--- src/rtl/midi_pkg.sv ---
// Shared MIDI definitions: command codes, reset status byte, per-command byte
// count and the event FSM state encoding (also used by the receive parser).
package midi_pkg;
  localparam logic [2:0] CMD_NOTE_OFF   = 3'b000;
  localparam logic [2:0] CMD_NOTE_ON    = 3'b001;
  localparam logic [2:0] CMD_POLY_PRES  = 3'b010;
  localparam logic [2:0] CMD_CTRL_CHG   = 3'b011;
  localparam logic [2:0] CMD_PROG_CHG   = 3'b100;
  localparam logic [2:0] CMD_CHAN_PRES  = 3'b101;
  localparam logic [2:0] CMD_PITCH_BEND = 3'b110;
  localparam logic [2:0] CMD_SYS_RST    = 3'b111;

  localparam logic [7:0] STATUS_RESET = 8'hFF;

  typedef enum logic [1:0] {ST_IDLE, ST_STATUS, ST_DATA1, ST_DATA2} ev_state_t;

  function automatic logic [1:0] nbytes(input logic [2:0] c);
    case (c)
      CMD_PROG_CHG, CMD_CHAN_PRES: nbytes = 2'd2;
      CMD_SYS_RST:                 nbytes = 2'd1;
      default:                     nbytes = 2'd3;
    endcase
  endfunction
endpackage

--- src/rtl/midi_uart_tx.sv ---
// 8N1 serialiser. Ready is raised in the last cycle of the stop bit so the
// next byte's start bit follows with no gap.
module midi_uart_tx
  import midi_pkg::*;
#(
  parameter int BIT_DIV = 768
) (
  input  logic       clk,
  input  logic       rst,
  input  logic       load,
  input  logic [7:0] data,
  output logic       ready,
  output logic       line,
  output logic [7:0] cur_byte,
  output logic       strobe
);
  localparam int DW = $clog2(BIT_DIV);
  localparam logic [DW-1:0] DIV_LAST = DW'(BIT_DIV - 1);

  logic          active;
  logic [9:0]    shreg;
  logic [3:0]    bit_cnt;
  logic [DW-1:0] div_cnt;
  logic          last;

  assign last  = active && (bit_cnt == 4'd9) && (div_cnt == DIV_LAST);
  assign ready = !active || last;
  // Idle shifts fill with ones, so bit 0 doubles as the idle-high line.
  assign line  = shreg[0];

  always_ff @(posedge clk) begin
    if (rst) begin
      active   <= 1'b0;
      shreg    <= 10'h3FF;
      bit_cnt  <= 4'd0;
      div_cnt  <= '0;
      cur_byte <= 8'h00;
      strobe   <= 1'b0;
    end else begin
      strobe <= 1'b0;
      if (load && ready) begin
        active   <= 1'b1;
        shreg    <= {1'b1, data, 1'b0};
        cur_byte <= data;
        strobe   <= 1'b1;
        bit_cnt  <= 4'd0;
        div_cnt  <= '0;
      end else if (active) begin
        if (div_cnt == DIV_LAST) begin
          div_cnt <= '0;
          shreg   <= {1'b1, shreg[9:1]};
          if (bit_cnt == 4'd9) begin
            active  <= 1'b0;
            bit_cnt <= 4'd0;
          end else begin
            bit_cnt <= bit_cnt + 4'd1;
          end
        end else begin
          div_cnt <= div_cnt + DW'(1);
        end
      end
    end
  end
endmodule

--- src/rtl/midi_tx.sv ---
// MIDI channel-voice transmitter: event FSM feeding midi_uart_tx.
// Define MIDI_TX_RUNNING_STATUS_EN to suppress repeated status bytes.
module midi_tx
  import midi_pkg::*;
#(
  parameter int CLK_HZ  = 24000000,
  parameter int BAUD    = 31250,
  parameter int BIT_DIV = CLK_HZ / BAUD
) (
  input  logic       EXT_CLK,
  input  logic       RST,
  input  logic       cmd_valid,
  output logic       cmd_ready,
  input  logic [2:0] cmd,
  input  logic [3:0] channel,
  input  logic [6:0] data1,
  input  logic [6:0] data2,
  output logic       midi_tx_o,
  output logic [7:0] byte_o,
  output logic       byte_strobe,
  output logic       busy
);
  ev_state_t  state, next_state;
  logic [2:0] cmd_q;
  logic [6:0] d1_q, d2_q;
  logic       load, uart_ready, accept, skip_status;
  logic [7:0] load_byte, status;

  assign status    = {1'b1, cmd, channel};
  assign cmd_ready = (state == ST_IDLE);
  assign busy      = (state != ST_IDLE);
  assign accept    = cmd_valid && cmd_ready;

`ifdef MIDI_TX_RUNNING_STATUS_EN
  logic [7:0] last_status;
  assign skip_status = (cmd != CMD_SYS_RST) && (status == last_status);
  always_ff @(posedge EXT_CLK) begin
    if (RST)         last_status <= 8'h00;
    else if (accept) last_status <= (cmd == CMD_SYS_RST) ? 8'h00 : status;
  end
`else
  assign skip_status = 1'b0;
`endif

  always_ff @(posedge EXT_CLK) begin
    if (RST) begin
      state <= ST_IDLE;
      cmd_q <= 3'd0;
      d1_q  <= 7'd0;
      d2_q  <= 7'd0;
    end else begin
      state <= next_state;
      if (accept) begin
        cmd_q <= cmd;
        d1_q  <= data1;
        d2_q  <= data2;
      end
    end
  end

  // The first byte is loaded straight from the inputs at acceptance so the
  // start bit appears on the very next cycle.
  always_comb begin
    next_state = state;
    load       = 1'b0;
    load_byte  = 8'h00;
    case (state)
      ST_IDLE: if (cmd_valid) begin
        load = 1'b1;
        if (cmd == CMD_SYS_RST) begin
          load_byte  = STATUS_RESET;
          next_state = ST_STATUS;
        end else if (skip_status) begin
          load_byte  = {1'b0, data1};
          next_state = ST_DATA1;
        end else begin
          load_byte  = status;
          next_state = ST_STATUS;
        end
      end
      ST_STATUS: if (uart_ready) begin
        if (nbytes(cmd_q) == 2'd1) begin
          next_state = ST_IDLE;
        end else begin
          load       = 1'b1;
          load_byte  = {1'b0, d1_q};
          next_state = ST_DATA1;
        end
      end
      ST_DATA1: if (uart_ready) begin
        if (nbytes(cmd_q) == 2'd3) begin
          load       = 1'b1;
          load_byte  = {1'b0, d2_q};
          next_state = ST_DATA2;
        end else begin
          next_state = ST_IDLE;
        end
      end
      ST_DATA2: if (uart_ready) next_state = ST_IDLE;
      default:  next_state = ST_IDLE;
    endcase
  end

  midi_uart_tx #(.BIT_DIV(BIT_DIV)) u_uart (
    .clk      (EXT_CLK),
    .rst      (RST),
    .load     (load),
    .data     (load_byte),
    .ready    (uart_ready),
    .line     (midi_tx_o),
    .cur_byte (byte_o),
    .strobe   (byte_strobe)
  );
endmodule
--- config.mk ---
export PLATFORM = sky130hd
export DESIGN_NAME = midi_tx
export DESIGN_NICKNAME = d
export VERILOG_FILES = /design/src/rtl/midi_pkg.sv /design/src/rtl/midi_uart_tx.sv /design/src/rtl/midi_tx.sv
export SDC_FILE = /design/constraint.sdc
export NUM_CORES = 1
export LEC_CHECK = 0
export ABC_AREA = 0
export ABC_CLOCK_PERIOD_IN_PS = 2300
export BUFFER_PORTS_ARGS = -buffer_cell sky130_fd_sc_hd__buf_2
export CAP_MARGIN = 25
export CELL_PAD_IN_SITES_DETAIL_PLACEMENT = 1
export CELL_PAD_IN_SITES_GLOBAL_PLACEMENT = 2
export CORE_MARGIN = 10
export CORE_UTILIZATION = 33
export CTS_CLUSTER_SIZE = 40
export DETAILED_ROUTE_END_ITERATION = 10
export PLACE_DENSITY = 0.89
export SETUP_SLACK_MARGIN = 0.5
export SYNTH_ARGS = -nofsm -noshare
export SYNTH_HDL_FRONTEND = slang
export SYNTH_SLANG_ARGS = --single-unit
--- constraint.sdc ---
create_clock -name EXT_CLK -period 2.3 [get_ports EXT_CLK]
set_clock_uncertainty 0.05 [all_clocks]
set_input_delay 0.345 -clock EXT_CLK [delete_from_list [all_inputs] [get_ports EXT_CLK]]
set_output_delay 0.345 -clock EXT_CLK [all_outputs]
set_load 0.01 [all_outputs]
==> impl_metrics.yaml, run 1 <==
placement:
  dp_hpwl_um: 4120
  place_congestion: 0.773
  io_buffers: 35
  dp_cells: 399
  preCtsSetupSlack_ns: 0.227
run:
  max_cap_viol_count: 0
critical_path:
  critPathLaunch: "cmd_q[1]"
  crit_arrival_ns: 2.08
  rr_worst_depth: 8
  r2r_start: "cmd_q[1]"
  reg2reg_slack_ns: 0.36
  crit_path_start_kind: "register"
  crit_fanout: 4
  end_kind: "register"
  path_class: "reg2reg"
  reg2reg_to: "u_uart.shreg[7]"
  cp.required_ns: 2.44
grt:
  grt_pass1_vias: 2124
  grt_pass1_wl_um: 10200
  antenna_found_initial: 0
  overflow: 0
  grt_max_degree: 25
  grt_use_total_pct: 11.0
clocking:
  cts.path.max_buffers: 2
  cts_tree: "done"
  cts-root-buf: "clkbuf_8"
  clk_pin_slew_worst_paths_ns: 0.09
  ctsHoldBuffers: 0
  h-tree-depth: 2
  cts_buffers: 5
  clk_latency_ns: 0.31
  cts.sink_count: 52
pwr:
  powerDensity_nw_per_um2: 1160
  ir_drop_mv: 0.303
  p_total_mw: 3.50
  p_leak_nw: 1.18
cells_and_area:
  seqCellArea_um2: 1050
  fill_cells: 820
  area_growth_syn_to_layout_pct: 28.0
  layout.nets: 352
  fin_cells: 419
  n_antenna_cell: 0
  multi_input_area_um2: 1390
  drive_gt1_share_pct: 32.5
timing:
  hold_violations: 0
  setup_slack_ns: 0.359
  relSlewSlack_pct: 74.9
  rsz0062_at_grt: "yes"
  fmax_ghz: 0.515
  setup_viol: 0
  worst_pin_slew_ns: 0.377
  timing.final.crit_share_pct: 84.4
  finalSetupTns_ns: 0
  period_minus_slack_ns: 1.94
  slew_violations: 0
min_path:
  min_path_cells: 3
  whs_endpoint: "d2_q[0]"
  worstHoldStart: "data2[0]"
  hold_class: "in2reg"
die:
  num_io_pins: 36
  die_height_um: 104
  core_um2: 6870
  start_util_pct: 34.3
  die_area_um2: 10900
  row_count: 30
  die_w_um: 104
synthesis:
  synth_cells: 278
  synth_area_per_cell_um2: 8.47
  synth_commonest_cells: "52 x dfxtp_1, 48 x nand2_1, 25 x nor2_1"
  ys_seq_area_share_pct: 44.2
  synth-edff-count: 0
  synth_cell_types: 40
  synthArstFlopShare_pct: 0
  ys.flop_type: "dfxtp_1"
  synth.most_common_cell: "dfxtp_1"
  synth_top_area_share_pct: 44.2
  yosys-top-cells-area: "dfxtp_1 44%, nand2_1 7.6%, a21oi_1 5.1%"
  yosys_register_bits: 52
  netlist_area_um2: 2360
  synth_top_area_cell: "dfxtp_1"
  synth_nets: 308
  ys_warn_count: 0
routing:
  routed-via-count: 2017
  drc: 0
  drt_iter0_drc: 49
  viasPerCell: 4.81
  wl_per_cell_um: 14.1
  antenna_left: 0
  wl_um: 5900
  dr.pass1.iters: 4
status:
  outcome: "finished clean"
report_power, final:
group	internal [mW]	switching, mW
combinational	0.735	0.813
sequential	1.14	0.130
clock	0.384	0.303
total	2.26	1.25
worst max-delay path, stage by stage (launching register included):
cell      delay [ns]
dfxtp_2         0.34
and3_4          0.17
ha_4            0.15
nor2b_4         0.11
o32a_4          0.39
a21oi_4         0.19
buf_6           0.14
and4_4          0.21
o21bai_1        0.06
worst max-delay path by stage:
stage | cells past startpoint | slack, ns | endpoint
2_1_floorplan | 8 | 0.50 | u_uart.shreg[7]
3_3_place_gp | 8 | 0.32 | u_uart.cur_byte[6]
3_5_place_dp | 8 | 0.23 | u_uart.cur_byte[1]
4_1_cts | 8 | 0.37 | u_uart.shreg[7]
5_1_grt | 8 | 0.26 | u_uart.shreg[1]
6_report | 8 | 0.36 | u_uart.shreg[7]
flip-flops by register name (all words and copies together) (netlist names):
signal           cells
u_uart.bit_cnt       4
d1_q                 7
u_uart.cur_byte      8
d2_q                 7
cmd_q                3
u_uart.shreg         9
u_uart.div_cnt      10
u_uart.active        1
u_uart.strobe        1
state                2
cell usage in the layout (no fill, tap or decap), types with 4 or more instances in the layout:
master and instances:
o21bai_1 8, inv_1 4, and3_4 6, xor2_1 4
and2b_1 4, o21ai_0 6, nor2_2 5, xnor2_1 5
a211oi_1 8, dfxtp_1 48, nor2_1 20, nand2_1 47
a22oi_1 4, buf_2 35, nand3_1 4, clkbuf_8 7
nor3_2 6, buf_4 14, nor2b_1 4, nor3_1 7
a21oi_1 23
metrics by stage:
stage                     area [µm²]  hold WS, ns  utilization (%)
after floorplan                 2410        0.386                -
after global placement          2660        0.395             38.8
after detailed placement        2660        0.401             38.8
after CTS                       2890        0.205             42.1
after global routing            3020        0.207             43.9
final                           3020        0.216             43.9
layout make-up:
| class | instances | share of cell area, % |
|---|---|---|
| clock buffer | 7 | 3.19 |
| tap | 96 | 3.98 |
| inverter | 6 | 0.747 |
| multi-input combinational | 205 | 45.9 |
| timing repair buffer | 52 | 10.4 |
| clock inverter | 1 | 0.995 |
| sequential | 52 | 34.8 |
cell families (layout without fill, tap and decap cells):
| group | after synthesis | in the layout | synth area share, % |
|---|---|---|---|
| simple gates | 129 | 130 | 27.7 |
| compound gates | 57 | 57 | 15.7 |
| flops | 52 | 52 | 44.2 |
| buf+inv | 22 | 66 | 4.62 |
| xor+xnor | 9 | 9 | 3.35 |
| fa+ha+maj | 6 | 6 | 3.19 |
| mux | 3 | 3 | 1.27 |
routing by layer:
layer | track usage, % | wire [µm] | vias to the layer above
met2 | 18.8 | 2900 | 25
met3 | 2.85 | 174 | 5
met4 | 2.98 | 56 | 0
li1 | - | - | 1039
met5 | 0 | 0 | -
met1 | 13.3 | 2770 | 948
what timing repair did:
item | in CTS | in global routing
gates resized for setup | 14 | 21
pin swaps | 14 | 9
cloned | 1 | 0
hold endpoints to repair | 0 | 0
setup endpoints to repair | 28 | 31
buffers inserted | 6 | 5
(Power assumes the default switching activity.)
==> run 2: changes to the inputs <==
--- a/config.mk
+++ b/config.mk
@@ -5,17 +5,17 @@
 export SDC_FILE = /design/constraint.sdc
 export NUM_CORES = 1
 export LEC_CHECK = 0
-export ABC_AREA = 0
-export ABC_CLOCK_PERIOD_IN_PS = 2300
+export ABC_AREA = 1
+export ABC_CLOCK_PERIOD_IN_PS = 1800
 export BUFFER_PORTS_ARGS = -buffer_cell sky130_fd_sc_hd__buf_2
 export CAP_MARGIN = 25
 export CELL_PAD_IN_SITES_DETAIL_PLACEMENT = 1
 export CELL_PAD_IN_SITES_GLOBAL_PLACEMENT = 2
 export CORE_MARGIN = 10
-export CORE_UTILIZATION = 33
+export CORE_UTILIZATION = 32
 export CTS_CLUSTER_SIZE = 40
 export DETAILED_ROUTE_END_ITERATION = 10
-export PLACE_DENSITY = 0.89
+export PLACE_DENSITY = 0.9
 export SETUP_SLACK_MARGIN = 0.5
 export SYNTH_ARGS = -nofsm -noshare
 export SYNTH_HDL_FRONTEND = slang
==> constraint.sdc (replaced) <==
create_clock -name EXT_CLK -period 1.8 [get_ports EXT_CLK]
set_clock_uncertainty 0.05 [all_clocks]
set_input_delay 0.27 -clock EXT_CLK [delete_from_list [all_inputs] [get_ports EXT_CLK]]
set_output_delay 0.27 -clock EXT_CLK [all_outputs]
set_load 0.01 [all_outputs]
==> impl_metrics.yaml, run 2 <==
synthesis:
  synth_commonest_cells: "95 x nand2_1, 52 x dfxtp_1, 35 x inv_1"
  synth_cell_types: 32
  synth.most_common_cell: "nand2_1"
  synth_nets: 382
  netlist_area_um2: 2540
  synth-edff-count: 0
  synth_area_per_cell_um2: 7.23
  synth_top_area_cell: "dfxtp_1"
  synthArstFlopShare_pct: 0
  synth_cells: 352
  synth_top_area_share_pct: 40.9
  yosys-top-cells-area: "dfxtp_1 41%, nand2_1 14%, inv_1 5.2%"
  yosys_register_bits: 52
  ys.flop_type: "dfxtp_1"
  ys_seq_area_share_pct: 40.9
  ys_warn_count: 0
clocking:
  ctsHoldBuffers: 0
  cts_buffers: 5
  clk_latency_ns: 0.31
  cts.sink_count: 52
  cts.path.max_buffers: 2
  cts-root-buf: "clkbuf_8"
  h-tree-depth: 2
  cts_tree: "done"
  clk_pin_slew_worst_paths_ns: 0.10
pwr:
  p_leak_nw: 1.50
  p_total_mw: 5.25
  powerDensity_nw_per_um2: 1540
  ir_drop_mv: 0.827
cells_and_area:
  layout_commonest_cell: "nand2_1"
  drive_gt1_share_pct: 36.2
  layout.nets: 441
  final_area_um2: 3420
  most-common-layout-cells: "86 x nand2_1, 45 x dfxtp_1, 33 x buf_2"
  area_growth_syn_to_layout_pct: 34.5
  biggestRegsByFlops: "u_uart.div_cnt: 10 flops, u_uart.shreg: 9 flops, u_uart.cur_byte: 8 flops"
  largest-register: "u_uart.div_cnt"
  largest_reg_flops: 10
  n_antenna_cell: 0
grt:
  grt_use_total_pct: 12.1
  antenna_found_initial: 0
  grt_max_degree: 25
  grt_pass1_wl_um: 11900
  overflow: 0
  grt_pass1_vias: 2572
timing:
  period_minus_slack_ns: 1.86
  hold_violations: 0
  relSlewSlack_pct: 81.6
  finalSetupTns_ns: -0.283
  worst_pin_slew_ns: 0.274
  setup_slack_ns: -0.0560
  rsz0062_at_grt: "yes"
  fmax_ghz: 0.539
  timing.final.crit_share_pct: 103
  setup_viol: 9
  slew_violations: 0
critical_path:
  end_kind: "register"
  reg2reg_slack_ns: -0.06
  crit_path_start_kind: "register"
  reg2reg_to: "u_uart.shreg[2]"
  crit_arrival_ns: 2.07
  path_class: "reg2reg"
  cp.required_ns: 2.01
  r2r_start: "cmd_q[2]"
  crit_fanout: 11
  rr_worst_depth: 14
status:
  outcome: "finished, violations left"
  failed_checks: "setup timing"
min_path:
  whs_endpoint: "d2_q[0]"
  hold_class: "in2reg"
  worstHoldStart: "data2[0]"
  min_path_cells: 3
placement:
  place_area_um2: 2970
  dp_hpwl_um: 4810
  place_congestion: 0.751
  io_buffers: 35
routing:
  drt_iter0_drc: 66
  viasPerCell: 4.67
  wl_per_cell_um: 14.0
  wl_um: 7170
  antenna_left: 0
  dr.pass1.iters: 4
  routed-via-count: 2399
  drc: 0
die:
  row_count: 32
  die_w_um: 109
  core_um2: 7730
  start_util_pct: 32.9
  die_height_um: 109
  num_io_pins: 36
  die_area_um2: 11900
run:
  max_cap_viol_count: 0
run 2: cells by family after synthesis:
group / after synthesis / share of synthesized area, %
xor+xnor: 6 / 2.06
simple gates: 185 / 33.5
compound gates: 53 / 12.1
buf+inv: 50 / 8.46
flops: 52 / 40.9
fa+ha+maj: 6 / 2.95
run 2: worst max path at each step:
stage,start,endpoint,slack (ns),cells past startpoint
2_1_floorplan,cmd_q[1],u_uart.cur_byte[1],0.04,13
3_3_place_gp,cmd_q[1],u_uart.shreg[3],0.04,12
3_5_place_dp,cmd_q[2],u_uart.bit_cnt[2],-0.02,11
4_1_cts,cmd_q[2],u_uart.shreg[2],0.01,14
5_1_grt,cmd_q[2],u_uart.shreg[7],-0.19,14
6_report,cmd_q[2],u_uart.shreg[2],-0.06,14
run 2: area by class of cell:
class                           instances  area (µm²)
Fill cell                             965        4310
Multi-Input combinational cell        250        1480
Sequential cell                        52        1050
Timing Repair Buffer                   63         510
Inverter                               39         154
Tap cell                              102         128
Clock buffer                            7        86.3
Clock inverter                          1        7.51
run 2: report_power, final:
part	total, mW	switching [mW]	internal [mW]
Combinational	2.94	1.56	1.38
Clock	0.719	0.405	0.314
Sequential	1.59	0.166	1.43
run 2: through the flow:
step | setup WS (ns) | hold slack, ns | utilization, % | instances
floorplan | 0.0403 | 0.282 | - | 352
global placement | 0.0353 | 0.387 | 38.4 | 492
detailed placement | -0.0219 | 0.395 | 38.4 | 492
CTS | 0.0118 | 0.151 | 41.8 | 509
global route | -0.185 | 0.164 | 44.3 | 514
finish | -0.0560 | 0.149 | 44.3 | 514
run 2: repair_timing:
| action | in CTS | in global routing |
|---|---|---|
| gates cloned | 2 | 0 |
| buffers inserted | 7 | 5 |
| pin swaps | 8 | 9 |
| endpoints found under the hold margin | 0 | 0 |
| resized for setup | 17 | 39 |
| endpoints found under the setup margin | 51 | 54 |
run 2: critical path, cell delays in order (launching register included):
cell,delay (ns)
dfxtp_2,0.35
nand2_1,0.05
nor2_1,0.10
ha_1,0.28
nand2_4,0.09
o21ai_4,0.06
a21oi_4,0.16
inv_2,0.06
nand3_4,0.10
buf_12,0.13
buf_16,0.13
nand3_1,0.07
nand2_1,0.07
inv_1,0.04
nand2_1,0.05
run 2: per-layer routing:
metal | vias up | global-route usage, % | share of wire [%]
li1 | 1228 | - | -
met1 | 1131 | 13.8 | 45
met2 | 30 | 21.9 | 51
met3 | 10 | 2.65 | 2.6
met4 | 0 | 3.72 | 1.5
met5 | - | 0 | 0
